## config.mk

```make
export PLATFORM = sky130hd
export DESIGN_NAME = paddle_frame_renderer_flat
export DESIGN_NICKNAME = d
export VERILOG_FILES = /design/src/rtl/paddle_frame_renderer_if.sv /design/src/rtl/paddle_frame_renderer.sv /design/src/flat_wrapper.sv
export SDC_FILE = /design/constraint.sdc
export NUM_CORES = 1
export LEC_CHECK = 0
export ABC_AREA = 1
export CORE_MARGIN = 4
export CORE_UTILIZATION = 35
export DETAILED_ROUTE_END_ITERATION = 8
export GPL_TIMING_DRIVEN = 0
export SLEW_MARGIN = 20
export SYNTH_ARGS = -nofsm -noshare
export SYNTH_HDL_FRONTEND = slang
export SYNTH_SLANG_ARGS = --single-unit
```

## constraint.sdc

```tcl
create_clock -name clk_i -period 2.6 [get_ports clk_i]
set_clock_uncertainty 0.15 [all_clocks]
set_input_delay 0.65 -clock clk_i [delete_from_list [all_inputs] [get_ports clk_i]]
set_output_delay 0.65 -clock clk_i [all_outputs]
set_load 0.01 [all_outputs]
```

## src/rtl/paddle_frame_renderer_if.sv

```systemverilog
// Display-side signal bundle between the frame renderer and its neighbours:
// the paddle position coming from the game logic, and the VGA timing, colour
// and pixel-coordinate outputs going to the connector.
interface paddle_frame_renderer_if;
  logic [9:0] paddle_x_pixel;
  logic       start_update;
  logic       hsync;
  logic       vsync;
  logic [2:0] red;
  logic [2:0] green;
  logic [1:0] blue;
  logic [9:0] pixel_x;
  logic [9:0] pixel_y;
  logic       active;

  // Renderer side: consumes the paddle position, produces video.
  modport master (
    input  paddle_x_pixel,
    output start_update, hsync, vsync, red, green, blue, pixel_x, pixel_y, active
  );

  // Game logic / connector side.
  modport slave (
    output paddle_x_pixel,
    input  start_update, hsync, vsync, red, green, blue, pixel_x, pixel_y, active
  );
endinterface

```

## src/rtl/paddle_frame_renderer.sv

```systemverilog
// VGA frame renderer: free-running raster counters, sync generation, a
// once-per-frame game update pulse, a per-frame paddle latch, and a 3-3-2 RGB
// pixel stream showing paddle, walls and background. All outputs are
// registered and describe the raster position of the previous cycle.
module paddle_frame_renderer #(
  parameter int unsigned H_ACTIVE            = 800,
  parameter int unsigned H_FRONT             = 40,
  parameter int unsigned H_SYNC              = 128,
  parameter int unsigned H_BACK              = 88,
  parameter int unsigned V_ACTIVE            = 600,
  parameter int unsigned V_FRONT             = 1,
  parameter int unsigned V_SYNC              = 4,
  parameter int unsigned V_BACK              = 23,
  parameter logic [9:0]  PADDLE_LENGTH_PIXEL = 10'd60,
  parameter logic [9:0]  PADDLE_Y_PIXEL      = 10'd570,
  parameter logic [9:0]  PADDLE_HEIGHT_PIXEL = 10'd8,
  parameter logic [9:0]  WALL_PIXEL          = 10'd8,
  parameter logic [9:0]  RESET_PADDLE_X      = 10'd370,
  parameter logic [7:0]  PADDLE_COLOR        = 8'hFF,
  parameter logic [7:0]  WALL_COLOR          = 8'h92,
  parameter logic [7:0]  BG_COLOR            = 8'h00
) (
  input  logic                      clk_i,
  input  logic                      rst_i,
  paddle_frame_renderer_if.master   vga
);

  localparam logic [10:0] H_ACT    = 11'(H_ACTIVE);
  localparam logic [10:0] HS_START = 11'(H_ACTIVE + H_FRONT);
  localparam logic [10:0] HS_END   = 11'(H_ACTIVE + H_FRONT + H_SYNC);
  localparam logic [10:0] H_LAST   = 11'(H_ACTIVE + H_FRONT + H_SYNC + H_BACK - 1);
  localparam logic [9:0]  V_ACT    = 10'(V_ACTIVE);
  localparam logic [9:0]  VS_START = 10'(V_ACTIVE + V_FRONT);
  localparam logic [9:0]  VS_END   = 10'(V_ACTIVE + V_FRONT + V_SYNC);
  localparam logic [9:0]  V_LAST   = 10'(V_ACTIVE + V_FRONT + V_SYNC + V_BACK - 1);
  localparam logic [10:0] WALL_L   = {1'b0, WALL_PIXEL};
  localparam logic [10:0] WALL_R   = 11'(H_ACTIVE) - {1'b0, WALL_PIXEL};
  localparam logic [9:0]  PAD_YEND = PADDLE_Y_PIXEL + PADDLE_HEIGHT_PIXEL;

  logic [10:0] h_q, h_d;
  logic [9:0]  v_q, v_d;
  logic [9:0]  paddle_x_q, paddle_x_d;

  logic        start_update_q, start_update_d;
  logic        hsync_q, hsync_d;
  logic        vsync_q, vsync_d;
  logic        active_q, active_d;
  logic [7:0]  rgb_q, rgb_d;
  logic [9:0]  pixel_x_q, pixel_x_d;
  logic [9:0]  pixel_y_q, pixel_y_d;

  logic [10:0] paddle_right;
  logic        paddle_hit;
  logic        wall_hit;

  // Raster advance and paddle latch at the very last position of the frame.
  always_comb begin
    h_d        = h_q + 11'd1;
    v_d        = v_q;
    paddle_x_d = paddle_x_q;
    if (h_q == H_LAST) begin
      h_d = 11'd0;
      v_d = (v_q == V_LAST) ? 10'd0 : v_q + 10'd1;
      if (v_q == V_LAST) begin
        paddle_x_d = vga.paddle_x_pixel;
      end
    end
  end

  // Registered output values derived from the current raster position.
  always_comb begin
    // Right edge summed in 11 bits so a paddle near x=1023 cannot wrap.
    paddle_right   = {1'b0, paddle_x_q} + {1'b0, PADDLE_LENGTH_PIXEL};
    paddle_hit     = (h_q >= {1'b0, paddle_x_q}) && (h_q < paddle_right) &&
                     (v_q >= PADDLE_Y_PIXEL) && (v_q < PAD_YEND);
    wall_hit       = (h_q < WALL_L) || (h_q >= WALL_R) || (v_q < WALL_PIXEL);
    active_d       = (h_q < H_ACT) && (v_q < V_ACT);
    hsync_d        = (h_q >= HS_START) && (h_q < HS_END);
    vsync_d        = (v_q >= VS_START) && (v_q < VS_END);
    start_update_d = (h_q == 11'd0) && (v_q == V_ACT);
    pixel_x_d      = h_q[9:0];
    pixel_y_d      = v_q;
    rgb_d          = 8'h00;
    if (active_d) begin
      if (paddle_hit)    rgb_d = PADDLE_COLOR;
      else if (wall_hit) rgb_d = WALL_COLOR;
      else               rgb_d = BG_COLOR;
    end
  end

  // Raster counters and latched paddle position.
  always_ff @(posedge clk_i) begin
    if (rst_i) begin
      h_q        <= 11'd0;
      v_q        <= 10'd0;
      paddle_x_q <= RESET_PADDLE_X;
    end else begin
      h_q        <= h_d;
      v_q        <= v_d;
      paddle_x_q <= paddle_x_d;
    end
  end

  // Output registers, cleared by reset so a mid-frame reset aborts any pulse.
  always_ff @(posedge clk_i) begin
    if (rst_i) begin
      start_update_q <= 1'b0;
      hsync_q        <= 1'b0;
      vsync_q        <= 1'b0;
      active_q       <= 1'b0;
      rgb_q          <= 8'h00;
      pixel_x_q      <= 10'd0;
      pixel_y_q      <= 10'd0;
    end else begin
      start_update_q <= start_update_d;
      hsync_q        <= hsync_d;
      vsync_q        <= vsync_d;
      active_q       <= active_d;
      rgb_q          <= rgb_d;
      pixel_x_q      <= pixel_x_d;
      pixel_y_q      <= pixel_y_d;
    end
  end

  assign vga.start_update = start_update_q;
  assign vga.hsync        = hsync_q;
  assign vga.vsync        = vsync_q;
  assign vga.active       = active_q;
  assign vga.red          = rgb_q[7:5];
  assign vga.green        = rgb_q[4:2];
  assign vga.blue         = rgb_q[1:0];
  assign vga.pixel_x      = pixel_x_q;
  assign vga.pixel_y      = pixel_y_q;

endmodule

```

## src/flat_wrapper.sv

```systemverilog
// flat-port wrapper written by rule: the top's interface ports become plain ports
module paddle_frame_renderer_flat 
#(
  parameter int unsigned H_ACTIVE            = 800,
  parameter int unsigned H_FRONT             = 40,
  parameter int unsigned H_SYNC              = 128,
  parameter int unsigned H_BACK              = 88,
  parameter int unsigned V_ACTIVE            = 600,
  parameter int unsigned V_FRONT             = 1,
  parameter int unsigned V_SYNC              = 4,
  parameter int unsigned V_BACK              = 23,
  parameter logic [9:0]  PADDLE_LENGTH_PIXEL = 10'd60,
  parameter logic [9:0]  PADDLE_Y_PIXEL      = 10'd570,
  parameter logic [9:0]  PADDLE_HEIGHT_PIXEL = 10'd8,
  parameter logic [9:0]  WALL_PIXEL          = 10'd8,
  parameter logic [9:0]  RESET_PADDLE_X      = 10'd370,
  parameter logic [7:0]  PADDLE_COLOR        = 8'hFF,
  parameter logic [7:0]  WALL_COLOR          = 8'h92,
  parameter logic [7:0]  BG_COLOR            = 8'h00
)
  (clk_i, rst_i, vga_paddle_x_pixel, vga_start_update, vga_hsync, vga_vsync, vga_red, vga_green, vga_blue, vga_pixel_x, vga_pixel_y, vga_active);
  paddle_frame_renderer_if vga_i ();
  input  logic clk_i;
  input  logic rst_i;
  input wire logic [$bits(vga_i.paddle_x_pixel)-1:0] vga_paddle_x_pixel;
  output wire logic [$bits(vga_i.start_update)-1:0] vga_start_update;
  output wire logic [$bits(vga_i.hsync)-1:0] vga_hsync;
  output wire logic [$bits(vga_i.vsync)-1:0] vga_vsync;
  output wire logic [$bits(vga_i.red)-1:0] vga_red;
  output wire logic [$bits(vga_i.green)-1:0] vga_green;
  output wire logic [$bits(vga_i.blue)-1:0] vga_blue;
  output wire logic [$bits(vga_i.pixel_x)-1:0] vga_pixel_x;
  output wire logic [$bits(vga_i.pixel_y)-1:0] vga_pixel_y;
  output wire logic [$bits(vga_i.active)-1:0] vga_active;
  assign vga_i.paddle_x_pixel = vga_paddle_x_pixel;
  assign vga_start_update = vga_i.start_update;
  assign vga_hsync = vga_i.hsync;
  assign vga_vsync = vga_i.vsync;
  assign vga_red = vga_i.red;
  assign vga_green = vga_i.green;
  assign vga_blue = vga_i.blue;
  assign vga_pixel_x = vga_i.pixel_x;
  assign vga_pixel_y = vga_i.pixel_y;
  assign vga_active = vga_i.active;
  paddle_frame_renderer #(.H_ACTIVE(H_ACTIVE), .H_FRONT(H_FRONT), .H_SYNC(H_SYNC), .H_BACK(H_BACK), .V_ACTIVE(V_ACTIVE), .V_FRONT(V_FRONT), .V_SYNC(V_SYNC), .V_BACK(V_BACK), .PADDLE_LENGTH_PIXEL(PADDLE_LENGTH_PIXEL), .PADDLE_Y_PIXEL(PADDLE_Y_PIXEL), .PADDLE_HEIGHT_PIXEL(PADDLE_HEIGHT_PIXEL), .WALL_PIXEL(WALL_PIXEL), .RESET_PADDLE_X(RESET_PADDLE_X), .PADDLE_COLOR(PADDLE_COLOR), .WALL_COLOR(WALL_COLOR), .BG_COLOR(BG_COLOR)) u_core (.clk_i(clk_i), .rst_i(rst_i), .vga(vga_i));
endmodule
```

==> results by group, run 1 <==
STA
  • Fmax: about 440 MHz
  • Final Hold Vio Count: 0
  • Hold slack: around 0.31 ns
  • Final Max Slew Viols: 0
  • Final worst path period need: between 2 and 2.5 ns
  • RSZ-0062 raised after global routing: no
  • Setup_tns: 0 ns
  • Final period utilization: between 80% and 90%
  • Max-slew headroom: about 65%
  • Setup violators final: 0
  • Actual slew at the worst max-slew pin: between 0.5 and 0.6 ns

Job
  • Max Cap Viol: 0

Critical path
  • CP delay by family, top: simple AND/OR/NAND/NOR gates
  • Worst Setup End Kind: register
  • Most frequent CP cell: nand2_1
  • Critical path class: reg2reg
  • WP buf/inv: 2
  • R2r startpoint: u_core.paddle_x_q[2]
  • Critical Path, Cell by Cell: inv_1, ha_1, nand3_1, nand2_1, nor2_1, xor2_1, ha_1, nand2_1, inv_1, o21bai_1, nand4_1, nor2_1, nand3_1, nand2_1
  • Startpoint types: register
  • Worst path slowest cell: dfxtp_2
  • FF-to-FF path depth: 14
  • Worst r2r dst: u_core.rgb_q[4]
  • Crit path required time: approximately 2.7 ns
  • Flop2flop setup slack: between 0.3 and 0.4 ns
  • CP peak stage delay: 0.36 ns
  • Crit path max fanout: 3
  • Worst Setup SP: u_core.paddle_x_q[2]
  • CP arrival: 2.41 ns

Min path
  • Hold EP: u_core.h_q[0]
  • Hold Path Class: reg2reg
  • Hold Path Depth: 1
  • Source of the worst hold timing path: u_core.h_q[0]

Finish
  • ANT cells: 0
  • Post-Layout Cell Count: 574
  • NumNets Final: 502
  • P&R area growth vs syn: 25.1%
  • Commonest non-fill, non-tap cell in the layout: nor2_1
  • Post-layout instance area: about 0.0038 mm2
  • Register area: ~0.0011 mm2
  • Multi-input gate area: roughly 0.0016 mm2
  • Commonest cells after routing, fill and taps aside: nor2_1, nand2_1, dfxtp_1
  • Fillers: roughly 870
  • Layout cell share with drive strength beyond 1: about an eighth

Synth
  • EDFF count, synth: 0
  • Cell variety after synth: 37
  • Cells after synthesis: 410
  • Syn Area/Cell: about 7.5 um2
  • Post-synth top flop: dfxtp_1
  • Ys async rst share: 0%
  • Register area share after synthesis: a little under two fifths
  • Synthesis-stage register bit count: 57
  • Mapped Area: a little over 0.003 mm2
  • Syn Nets: approximately 450
  • YS warnings: 0

Route
  • Pre-Repair DR Iteration Count: 5
  • # DRC: 0
  • Routed WL: roughly 7000 um
  • Vias per Instance: roughly 4.8
  • Routed Antenna Nets: 0
  • Wire length per cell: roughly 12 um
  • DR vias: ~2700
  • Initial DRC count: ~190

Power and ir drop
  • LEAKAGE: between 1.5 and 2 nW
  • Worst vdd ir: 0.250 mV
  • Int Power: ~1.4 mW
  • Sequential Power Share: about half
  • Psw: 0.391 mW
  • Clock power share: 47.2%
  • Power Density: between 400 and 500 mW/mm2
  • Sw Ratio: between 20% and 30%
  • Combinational group share of total power: under 10%

CTS
  • Clock latency on the worst-skew pair: around 0.33 ns
  • Post-CTS Hold Fix Bufs: 0
  • Post-CTS setup buffers: 0
  • Num Clock Sinks: 57
  • Number of CTS-inserted buffers: 9
  • CTS H-tree lvls: 3
  • Clock root buffer: clkbuf_8
  • CTS tree: done
  • Clock Tree Buf Depth: 2
  • Clock Pin Slew Worst Setup and Hold Paths: 0.07 ns

Floorplan
  • Die Wd: 102 um
  • Rows: 33
  • Placeable Area: around 0.0084 mm2
  • Die area: about 0.010 mm2
  • Initial Utilization: 36.6%
  • Top Ports: 44
  • Die Ht: 102 um

Global route
  • Vias in the first global route: ~2600
  • First-pass GRT wire length: between 10000 and 15000 um
  • Initial antenna violation count: 0
  • Largest net degree at the start of global routing: 11
  • Global-route usage over all layers: ~15%
  • GRT overflow: 0

Placement
  • IO Port Bufs: between 40 and 50
  • GPL Wtd Cong: ~0.94
  • Placed cells: 558
  • Dpl cell area: 0.00363 mm2
  • Post-DP HPWL: 5550 um

Run status
  • Outcome: complete, no violations
[power groups by stage]
stage | sequential (mW) | combinational [mW] | clock (mW)
finish | 0.888 | 0.0787 | 0.865
detailed placement | 0.907 | 0.0806 | 0
CTS | 0.888 | 0.0808 | 0.890
global route | 0.888 | 0.0889 | 0.928
floorplan | 0.908 | 0.0368 | 0
global placement | 0.907 | 0.0787 | 0
[how the worst max path moves through the flow]
stage | to | cells past startpoint
2_1_floorplan | u_core.rgb_q[4] | 14
3_3_place_gp | u_core.h_q[9] | 7
3_5_place_dp | u_core.h_q[9] | 7
4_1_cts | u_core.rgb_q[4] | 14
5_1_grt | u_core.rgb_q[4] | 14
6_report | u_core.rgb_q[4] | 14
[cells by family (layout without fill, tap and decap cells)]
| group | Yosys count | count (layout) | synth area share (%) |
|---|---|---|---|
| compound gates | 45 | 45 | 9.05 |
| xor+xnor | 14 | 14 | 4.00 |
| buf+inv | 66 | 125 | 9.74 |
| fa+ha+maj | 26 | 26 | 10.6 |
| flops | 57 | 57 | 37.2 |
| simple gates | 202 | 202 | 29.4 |
[per-layer routing]
layer	wire, um	vias up	track usage (%)
li1	-	1423	-
met4	218	0	8.08
met5	0	-	0
met1	3370	1209	19.5
met2	2990	84	23.0
met3	420	18	3.10
[state kept, by name (all words and copies together), names as in the netlist]
register and count:
u_core.rgb_q 2, u_core.h_q 11, u_core.vga.pixel_y 10, u_core.paddle_x_q 10
u_core.pixel_y_d 10, u_core.vga.active 1, u_core.vga.pixel_x 10, u_core.vga.vsync 1
u_core.vga.start_update 1, u_core.vga.hsync 1
[what timing repair did]
action,CTS,global route
hold endpoints to repair,0,0
resized for setup,0,1
endpoints found under the setup margin,0,1
[metrics by stage]
stage	utilization (%)	setup WS, ns	total power, mW
after floorplan	-	0.593	0.944
after global placement	43.3	0.0875	0.986
after detailed placement	43.3	0.103	0.988
after CTS	45.8	0.223	1.86
after global routing	45.8	0.0560	1.91
final	45.8	0.313	1.83
[synth_stat cells, types with 2 or more instances]
| cell | count | area share (%) |
|---|---|---|
| nor2_1 | 74 | 9.1 |
| nand2_1 | 72 | 8.8 |
| dfxtp_1 | 57 | 37 |
| inv_1 | 44 | 5.4 |
| ha_1 | 26 | 11 |
| nand3_1 | 23 | 3.8 |
| a21oi_1 | 17 | 2.8 |
| o21ai_0 | 15 | 2.4 |
| xor2_1 | 13 | 3.7 |
| nand4_1 | 9 | 1.8 |
| buf_4 | 7 | 1.7 |
| inv_2 | 7 | 0.86 |
| nand2_2 | 6 | 1.2 |
| nor2_2 | 5 | 1.0 |
| o211ai_2 | 5 | 2.0 |
| buf_2 | 3 | 0.49 |
| nor3_1 | 3 | 0.49 |
| a31oi_1 | 2 | 0.41 |
| buf_1 | 2 | 0.24 |
| nor2_4 | 2 | 0.73 |
| o21ai_1 | 2 | 0.33 |
[worst reg2reg max path: cells and delay by family (launching register included)]
kind	cells	cell delay (ns)
buffers and inverters	2	0.11
AOI/OAI and AO/OA	1	0.12
DFF	1	0.36
adders and majority gates	2	0.49
and+or+nand+nor	8	0.84
xor gates and xnor gates	1	0.16
[layout make-up]
type	count	area share (%)
timing repair buffer	43	11.2
buffer	13	2.48
tap	105	3.42
sequential	57	29.7
clock inverter	2	0.912
clock buffer	14	4.50
multi-input combinational	287	42.4
inverter	53	5.31
Power figures use the tool's default switching activity.
==> run 2, diff against run 1 <==
--- a/config.mk
+++ b/config.mk
@@ -5,7 +5,6 @@
 export SDC_FILE = /design/constraint.sdc
 export NUM_CORES = 1
 export LEC_CHECK = 0
-export ABC_AREA = 1
 export CORE_MARGIN = 4
 export CORE_UTILIZATION = 35
 export DETAILED_ROUTE_END_ITERATION = 8
==> results by group, run 2 <==
Finish
  • Flip-flop count of the largest register after layout: 11 (unchanged)
  • NumNets Final: 410 (-18%)
  • Layout cell share with drive strength beyond 1: 9.31% (-3.1 points)
  • Post-Layout Cell Count: 478 (-17%)
  • ANT cells: 0 (unchanged)
  • Largest register by flop count: u_core.h_q
  • Commonest non-fill, non-tap cell in the layout: dfxtp_1
  • Commonest cells after routing, fill and taps aside: dfxtp_1, clkdlybuf4s50_1, nor2_1
  • Multi-input gate area: 0.00153 mm2 (-5.8%)
  • Fillers: 774 (-11%)
  • Register area: 0.00114 mm2 (-0.11%)
  • P&R area growth vs syn: 26.6%
  • Post-layout instance area: 0.00361 mm2 (-6.0%)

Route
  • Wire length per cell: 13.3 um (+8.8%)
  • Pre-Repair DR Iteration Count: 4 (-1)
  • DR vias: 2362 (-14%)
  • Vias per Instance: 4.94 (+3.7%)
  • Initial DRC count: 89 (-54%)
  • Routed WL: 6340 um (-9.4%)
  • Routed Antenna Nets: 0 (unchanged)
  • # DRC: 0 (unchanged)

Placement
  • GPL Wtd Cong: 0.816 (-13%)
  • IO Port Bufs: 43 (unchanged)
  • Dpl cell area: 0.00341 mm2 (-6.1%)
  • Post-DP HPWL: 4900 um (-12%)
  • Setup WS pre-CTS: 0.0833 ns (-0.0193 ns)
  • Placed cells: 463 (-17%)

CTS
  • Resize count post-CTS: 0 (unchanged)
  • Clock Tree Buf Depth: 2 (unchanged)
  • Clock root buffer: clkbuf_8
  • Clock latency on the worst-skew pair: 0.34 ns (about the same)
  • Num Clock Sinks: 57 (unchanged)
  • Clock Pin Slew Worst Setup and Hold Paths: 0.07 ns (about the same)
  • Post-CTS setup buffers: 0 (unchanged)
  • Post-CTS Hold Fix Bufs: 0 (unchanged)
  • CTS tree: done
  • CTS H-tree lvls: 3 (unchanged)
  • Number of CTS-inserted buffers: 9 (unchanged)

STA
  • Final period utilization: 93.8% (+5.8 points)
  • Actual slew at the worst max-slew pin: 0.603 ns (+0.0826 ns)
  • Setup ws final: 0.161 ns (-0.151 ns)
  • Setup_tns: 0 ns (unchanged)
  • Max-slew headroom: 59.8% (-5.5 points)
  • Final Hold Vio Count: 0 (unchanged)
  • Final Max Slew Viols: 0 (unchanged)
  • Setup violators final: 0 (unchanged)
  • Final worst path period need: 2.44 ns (+0.151 ns)
  • RSZ-0062 raised after global routing: no
  • Fmax: 410 MHz (-6.2%)
  • Hold slack: 0.310 ns (-0.00295 ns)

Synth
  • Ranking of synthesized cells by area: dfxtp_1, ha_1, nor2_1
  • Register area share after synthesis: 40.0% (+2.9 points)
  • Yosys top cell area share: 40.0% (+2.9 points)
  • Top-count cell post-synth: dfxtp_1
  • Cell variety after synth: 43 (+16%)
  • Yosys top cell by area: dfxtp_1
  • Synthesis-stage register bit count: 57 (unchanged)
  • EDFF count, synth: 0 (unchanged)
  • Ys async rst share: 0% (unchanged)
  • Cells after synthesis: 318 (-22%)
  • YS warnings: 0 (unchanged)
  • Post-synth top flop: dfxtp_1
  • Syn Area/Cell: 8.96 um2 (+20%)
  • Mapped Area: 0.00285 mm2 (-7.1%)
  • Syn Nets: 356 (-21%)
  • Synth top cells by count: dfxtp_1, nor2_1, ha_1

Job
  • Max Cap Viol: 0 (unchanged)

Power and ir drop
  • Clock power share: 46.0% (-1.2 points)
  • Worst vdd ir: 0.283 mV (+13%)
  • LEAKAGE: 1.49 nW (-11%)
  • Combinational group share of total power: 4.3% (about the same)
  • Sequential Power Share: 49.7% (+1.2 points)
  • Power Density: 495 mW/mm2 (+3.8%)
  • Psw: 0.379 mW (-2.9%)
  • Int Power: 1.41 mW (-2.3%)
  • Sw Ratio: 21.2% (-0.10 points)

Global route
  • Vias in the first global route: 2250 (-15%)
  • First-pass GRT wire length: 10500 um (-14%)
  • Largest net degree at the start of global routing: 11 (unchanged)
  • GRT overflow: 0 (unchanged)
  • Initial antenna violation count: 0 (unchanged)
  • Global-route usage over all layers: 13.5% (-1.4 points)

Floorplan
  • Rows: 32 (-3.0%)
  • Top Ports: 44 (unchanged)
  • Die area: 0.00965 mm2 (-6.6%)
  • Initial Utilization: 36.5% (-0.11 points)
  • Placeable Area: 0.00781 mm2 (-6.9%)
  • Die Ht: 98.2 um (-3.3%)
  • Die Wd: 98.2 um (-3.3%)

Critical path
  • Crit path max fanout: 4 (+1)
  • Critical path class: reg2reg
  • FF-to-FF path depth: 9 (-5)
  • Startpoint types: register
  • Worst Setup End Kind: register
  • Flop2flop setup slack: 0.16 ns (-0.15 ns)
  • Crit path required time: 2.69 ns (-0.03 ns)
  • Worst r2r dst: u_core.rgb_q[6]
  • R2r startpoint: u_core.paddle_x_q[2]
  • CP arrival: 2.53 ns (+0.12 ns)

Run status
  • Outcome: complete, no violations

Min path
  • Hold Path Depth: 1 (unchanged)
  • Hold Path Class: reg2reg
  • Hold EP: u_core.h_q[0]
  • Source of the worst hold timing path: u_core.h_q[0]
run 2: cell types whose count changed after synthesis, moves of 7 or more:
cell,before,now
and3_1,0,8
o21ai_0,15,5
inv_2,7,0
xnor2_1,1,14
nor2_1,74,35
nor2b_1,0,16
nand3_1,23,12
inv_1,44,17
nand2_1,72,21
run 2: per-layer routing:
metal,share of wire [%],vias up,track usage [%]
met5,0,-,0
met4,2.5,0,6.20
met3,4.6,17,4.00
met2,48,46,22.7
met1,45,1094,15.9
li1,-,1205,-
run 2: how the worst max path moves through the flow:
| stage | start | endpoint | slack, ns | cells after the start |
|---|---|---|---|---|
| 2_1_floorplan | u_core.paddle_x_q[2] | u_core.rgb_q[4] | 0.53 | 9 |
| 3_3_place_gp | u_core.paddle_x_q[2] | u_core.rgb_q[4] | 0.13 | 9 |
| 3_5_place_dp | u_core.paddle_x_q[2] | u_core.rgb_q[4] | 0.08 | 9 |
| 4_1_cts | u_core.paddle_x_q[2] | u_core.rgb_q[4] | 0.06 | 9 |
| 5_1_grt | u_core.paddle_x_q[2] | u_core.rgb_q[6] | 0.01 | 9 |
| 6_report | u_core.paddle_x_q[2] | u_core.rgb_q[6] | 0.16 | 9 |
run 2: area by class of cell:
type,count,area share [%]
Clock inverter,3,1.11
Clock buffer,12,4.30
Inverter,17,1.77
Timing Repair Buffer,43,11.9
Tap cell,102,3.54
Sequential cell,57,31.6
Buffer,20,3.22
Multi-Input combinational cell,224,42.5
run 2: per-stage QoR:
step | utilization (%) | power (mW)
after floorplan | - | 0.943
after global placement | 43.7 | 0.984
after detailed placement | 43.7 | 0.985
after CTS | 46.2 | 1.81
after global routing | 46.2 | 1.86
final | 46.2 | 1.79
run 2: kinds of logic after synthesis:
kind of cell / count (synthesis) / synth area share (%)
and+or+nand+nor: 128 / 24.1
DFF: 57 / 40.0
AOI/OAI and AO/OA: 47 / 11.0
buffers and inverters: 37 / 6.32
adders and majority gates: 26 / 11.4
xor gates and xnor gates: 23 / 7.07
run 2: critical path: stages (launching register included):
cell	delay, ns
dfxtp_1	0.39
inv_1	0.09
ha_1	0.23
nand3_1	0.15
xnor2_1	0.16
ha_1	0.26
and4_1	0.20
a211oi_1	0.29
o211ai_1	0.18
nor3_1	0.25
run 2: power groups by stage:
| stage | clock (mW) | combinational, mW | sequential, mW |
|---|---|---|---|
| 4_1_cts | 0.848 | 0.0773 | 0.889 |
| 3_3_place_gp | 0 | 0.0759 | 0.908 |
| 5_1_grt | 0.884 | 0.0844 | 0.889 |
| 3_5_place_dp | 0 | 0.0769 | 0.908 |
| 6_report | 0.822 | 0.0763 | 0.889 |
| 2_1_floorplan | 0 | 0.0345 | 0.908 |
==> run 3, diff against run 2 <==
--- a/config.mk
+++ b/config.mk
@@ -5,10 +5,13 @@
 export SDC_FILE = /design/constraint.sdc
 export NUM_CORES = 1
 export LEC_CHECK = 0
+export CELL_PAD_IN_SITES_DETAIL_PLACEMENT = 1
+export CELL_PAD_IN_SITES_GLOBAL_PLACEMENT = 1
 export CORE_MARGIN = 4
-export CORE_UTILIZATION = 35
+export CORE_UTILIZATION = 41
 export DETAILED_ROUTE_END_ITERATION = 8
 export GPL_TIMING_DRIVEN = 0
+export PLACE_DENSITY_LB_ADDON = 0.1
 export SLEW_MARGIN = 20
 export SYNTH_ARGS = -nofsm -noshare
 export SYNTH_HDL_FRONTEND = slang
==> results by group, run 3 (synthesis results as in run 2) <==
Critical path
  • Worst path slowest cell: dfxtp_1
  • Most frequent CP cell: ha_1
  • Worst Setup SP: u_core.paddle_x_q[2]
  • Critical path class: reg2reg
  • Worst Setup End Kind: register
  • CP peak stage delay: 0.40 ns (about the same)
  • Critical Path, Cell by Cell: inv_1, ha_1, nand3_1, xnor2_1, ha_1, and4_1, a211oi_1, o211ai_1, a211oi_2
  • Startpoint types: register
  • R2r startpoint: u_core.paddle_x_q[2]
  • CP delay by family, top: compound AO/OA/AOI/OAI gates
  • WP buf/inv: 1 (unchanged)
  • Crit path required time: 2.70 ns (about the same)
  • Crit path max fanout: 4 (unchanged)
  • CP arrival: 2.59 ns (+0.06 ns)

STA
  • Fmax: 401 MHz (-2.1%)
  • Setup ws final: 0.109 ns (-0.0524 ns)
  • Hold slack: 0.310 ns (-0.000583 ns)
  • Final Max Slew Viols: 0 (unchanged)
  • Actual slew at the worst max-slew pin: 0.622 ns (+0.0193 ns)
  • Final Hold Vio Count: 0 (unchanged)
  • Final worst path period need: 2.49 ns (+0.0524 ns)
  • Setup violators final: 0 (unchanged)
  • Max-slew headroom: 58.5% (-1.3 points)
  • Final period utilization: 95.8% (+2.0 points)

Placement
  • Placed cells: 441 (-4.8%)
  • Post-DP HPWL: 5570 um (+14%)
  • Dpl cell area: 0.00338 mm2 (-0.81%)
  • IO Port Bufs: 43 (unchanged)
  • GPL Wtd Cong: 0.791 (-3.1%)
  • Setup WS pre-CTS: 0.0892 ns (+0.00581 ns)

CTS
  • CTS tree: done
  • Clock Pin Slew Worst Setup and Hold Paths: 0.07 ns (about the same)
  • Clock root buffer: clkbuf_8
  • Number of CTS-inserted buffers: 9 (unchanged)
  • Clock latency on the worst-skew pair: 0.33 ns (about the same)
  • Clock Tree Buf Depth: 2 (unchanged)
  • Num Clock Sinks: 57 (unchanged)
  • CTS H-tree lvls: 3 (unchanged)

Floorplan
  • Initial Utilization: 42.2% (+5.7 points)
  • Top Ports: 44 (unchanged)
  • Die Ht: 91.4 um (-7.0%)
  • Rows: 30 (-6.3%)
  • Die Wd: 91.4 um (-7.0%)
  • Placeable Area: 0.00676 mm2 (-13%)
  • Die area: 0.00835 mm2 (-13%)

Finish
  • Largest register by flop count: u_core.h_q
  • Fillers: 797 (+3.0%)
  • NumNets Final: 410 (unchanged)
  • Multi-input gate area: 0.00154 mm2 (+0.33%)
  • Commonest non-fill, non-tap cell in the layout: dfxtp_1
  • Flip-flop count of the largest register after layout: 11 (unchanged)
  • Register area: 0.00114 mm2 (unchanged)
  • Final Util: 52.6% (+6.3 points)
  • Post-Layout Cell Count: 456 (-4.6%)
  • Layout cell share with drive strength beyond 1: 9.84% (+0.53 points)
  • Commonest cells after routing, fill and taps aside: dfxtp_1, clkdlybuf4s50_1, nor2_1
  • ANT cells: 0 (unchanged)
  • Post-layout instance area: 0.00355 mm2 (-1.6%)
  • P&R area growth vs syn: 24.6%

Route
  • Pre-Repair DR Iteration Count: 4 (unchanged)
  • DR vias: 2427 (+2.8%)
  • Routed Antenna Nets: 0 (unchanged)
  • Initial DRC count: 112 (+26%)
  • # DRC: 0 (unchanged)
  • Wire length per cell: 15.9 um (+19%)
  • Routed WL: 7230 um (+14%)
  • Vias per Instance: 5.32 (+7.7%)

Global route
  • Initial antenna violation count: 0 (unchanged)
  • Global-route usage over all layers: 18.7% (+5.2 points)
  • Largest net degree at the start of global routing: 11 (unchanged)
  • GRT overflow: 0 (unchanged)
  • First-pass GRT wire length: 12300 um (+17%)
  • Vias in the first global route: 2544 (+13%)

Power and ir drop
  • LEAKAGE: 1.47 nW (-1.2%)
  • Power Density: 470 mW/mm2 (-5.1%)
  • Worst vdd ir: 0.229 mV (-19%)

Run status
  • Outcome: complete, no violations

Min path
  • Source of the worst hold timing path: u_core.h_q[0]
  • Hold Path Class: reg2reg

Job
  • Max Cap Viol: 0 (unchanged)
-- run 3: changes by cell type in the layout (fill, tap and decap cells not counted), sizes merged --
cell,change
bufinv,-1
clkbuf,-3
clkinv,+3
clkinvlp,+1
-- run 3: area by class of cell --
cell class              count  area share [%]
inverters                  17            1.80
flip-flops and latches     57            32.1
multi-input cells         224            43.3
plain buffers              20            3.28
clock inverters             6            1.02
repair buffers             43            12.1
clock buffers               9            3.49
well taps                  80            2.82
-- run 3: through the flow --
stage	setup TNS, ns	power, mW
2_1_floorplan	0	0.943
3_3_place_gp	0	0.984
3_5_place_dp	0	0.986
4_1_cts	0	1.69
5_1_grt	-0.0410	1.74
6_report	0	1.67
-- run 3: final timing paths --
check	slack (ns)	cells after the start	end
worst max-delay path	0.11	9	u_core.rgb_q[4]
worst min-delay path	0.31	1	u_core.h_q[0]
worst max register to register	0.11	9	u_core.rgb_q[4]
worst min register to register	0.31	1	u_core.h_q[0]
-- run 3: power breakdown --
part	internal [mW]	total (mW)	switching, mW
Sequential	0.881	0.888	0.00711
Clock	0.334	0.704	0.370
Combinational	0.0401	0.0771	0.0370
-- run 3: layer usage --
metal	routed length, um	vias to the layer above	share of wire (%)	GRT usage (%)
li1	-	1204	-	-
met1	3110	1184	43	21.2
met2	3790	27	52	33.7
met3	177	12	2.4	3.40
met4	155	0	2.1	8.54
met5	0	-	0	0
-- run 3: what timing repair did --
| action | in CTS | in global routing |
|---|---|---|
| endpoints found under the setup margin | 0 | 1 |
| hold buffers | 0 | 0 |
| buffers inserted | 0 | 0 |
| resized for setup | 0 | 2 |
-- run 3: worst register-to-register path, delay by kind of cell (launching register included) --
family                     cells  cell delay (ns)
AOI/OAI and AO/OA              3             0.74
xor gates and xnor gates       1             0.16
and+or+nand+nor                2             0.36
DFF                            1             0.40
adders and majority gates      2             0.50
buffers and inverters          1             0.09
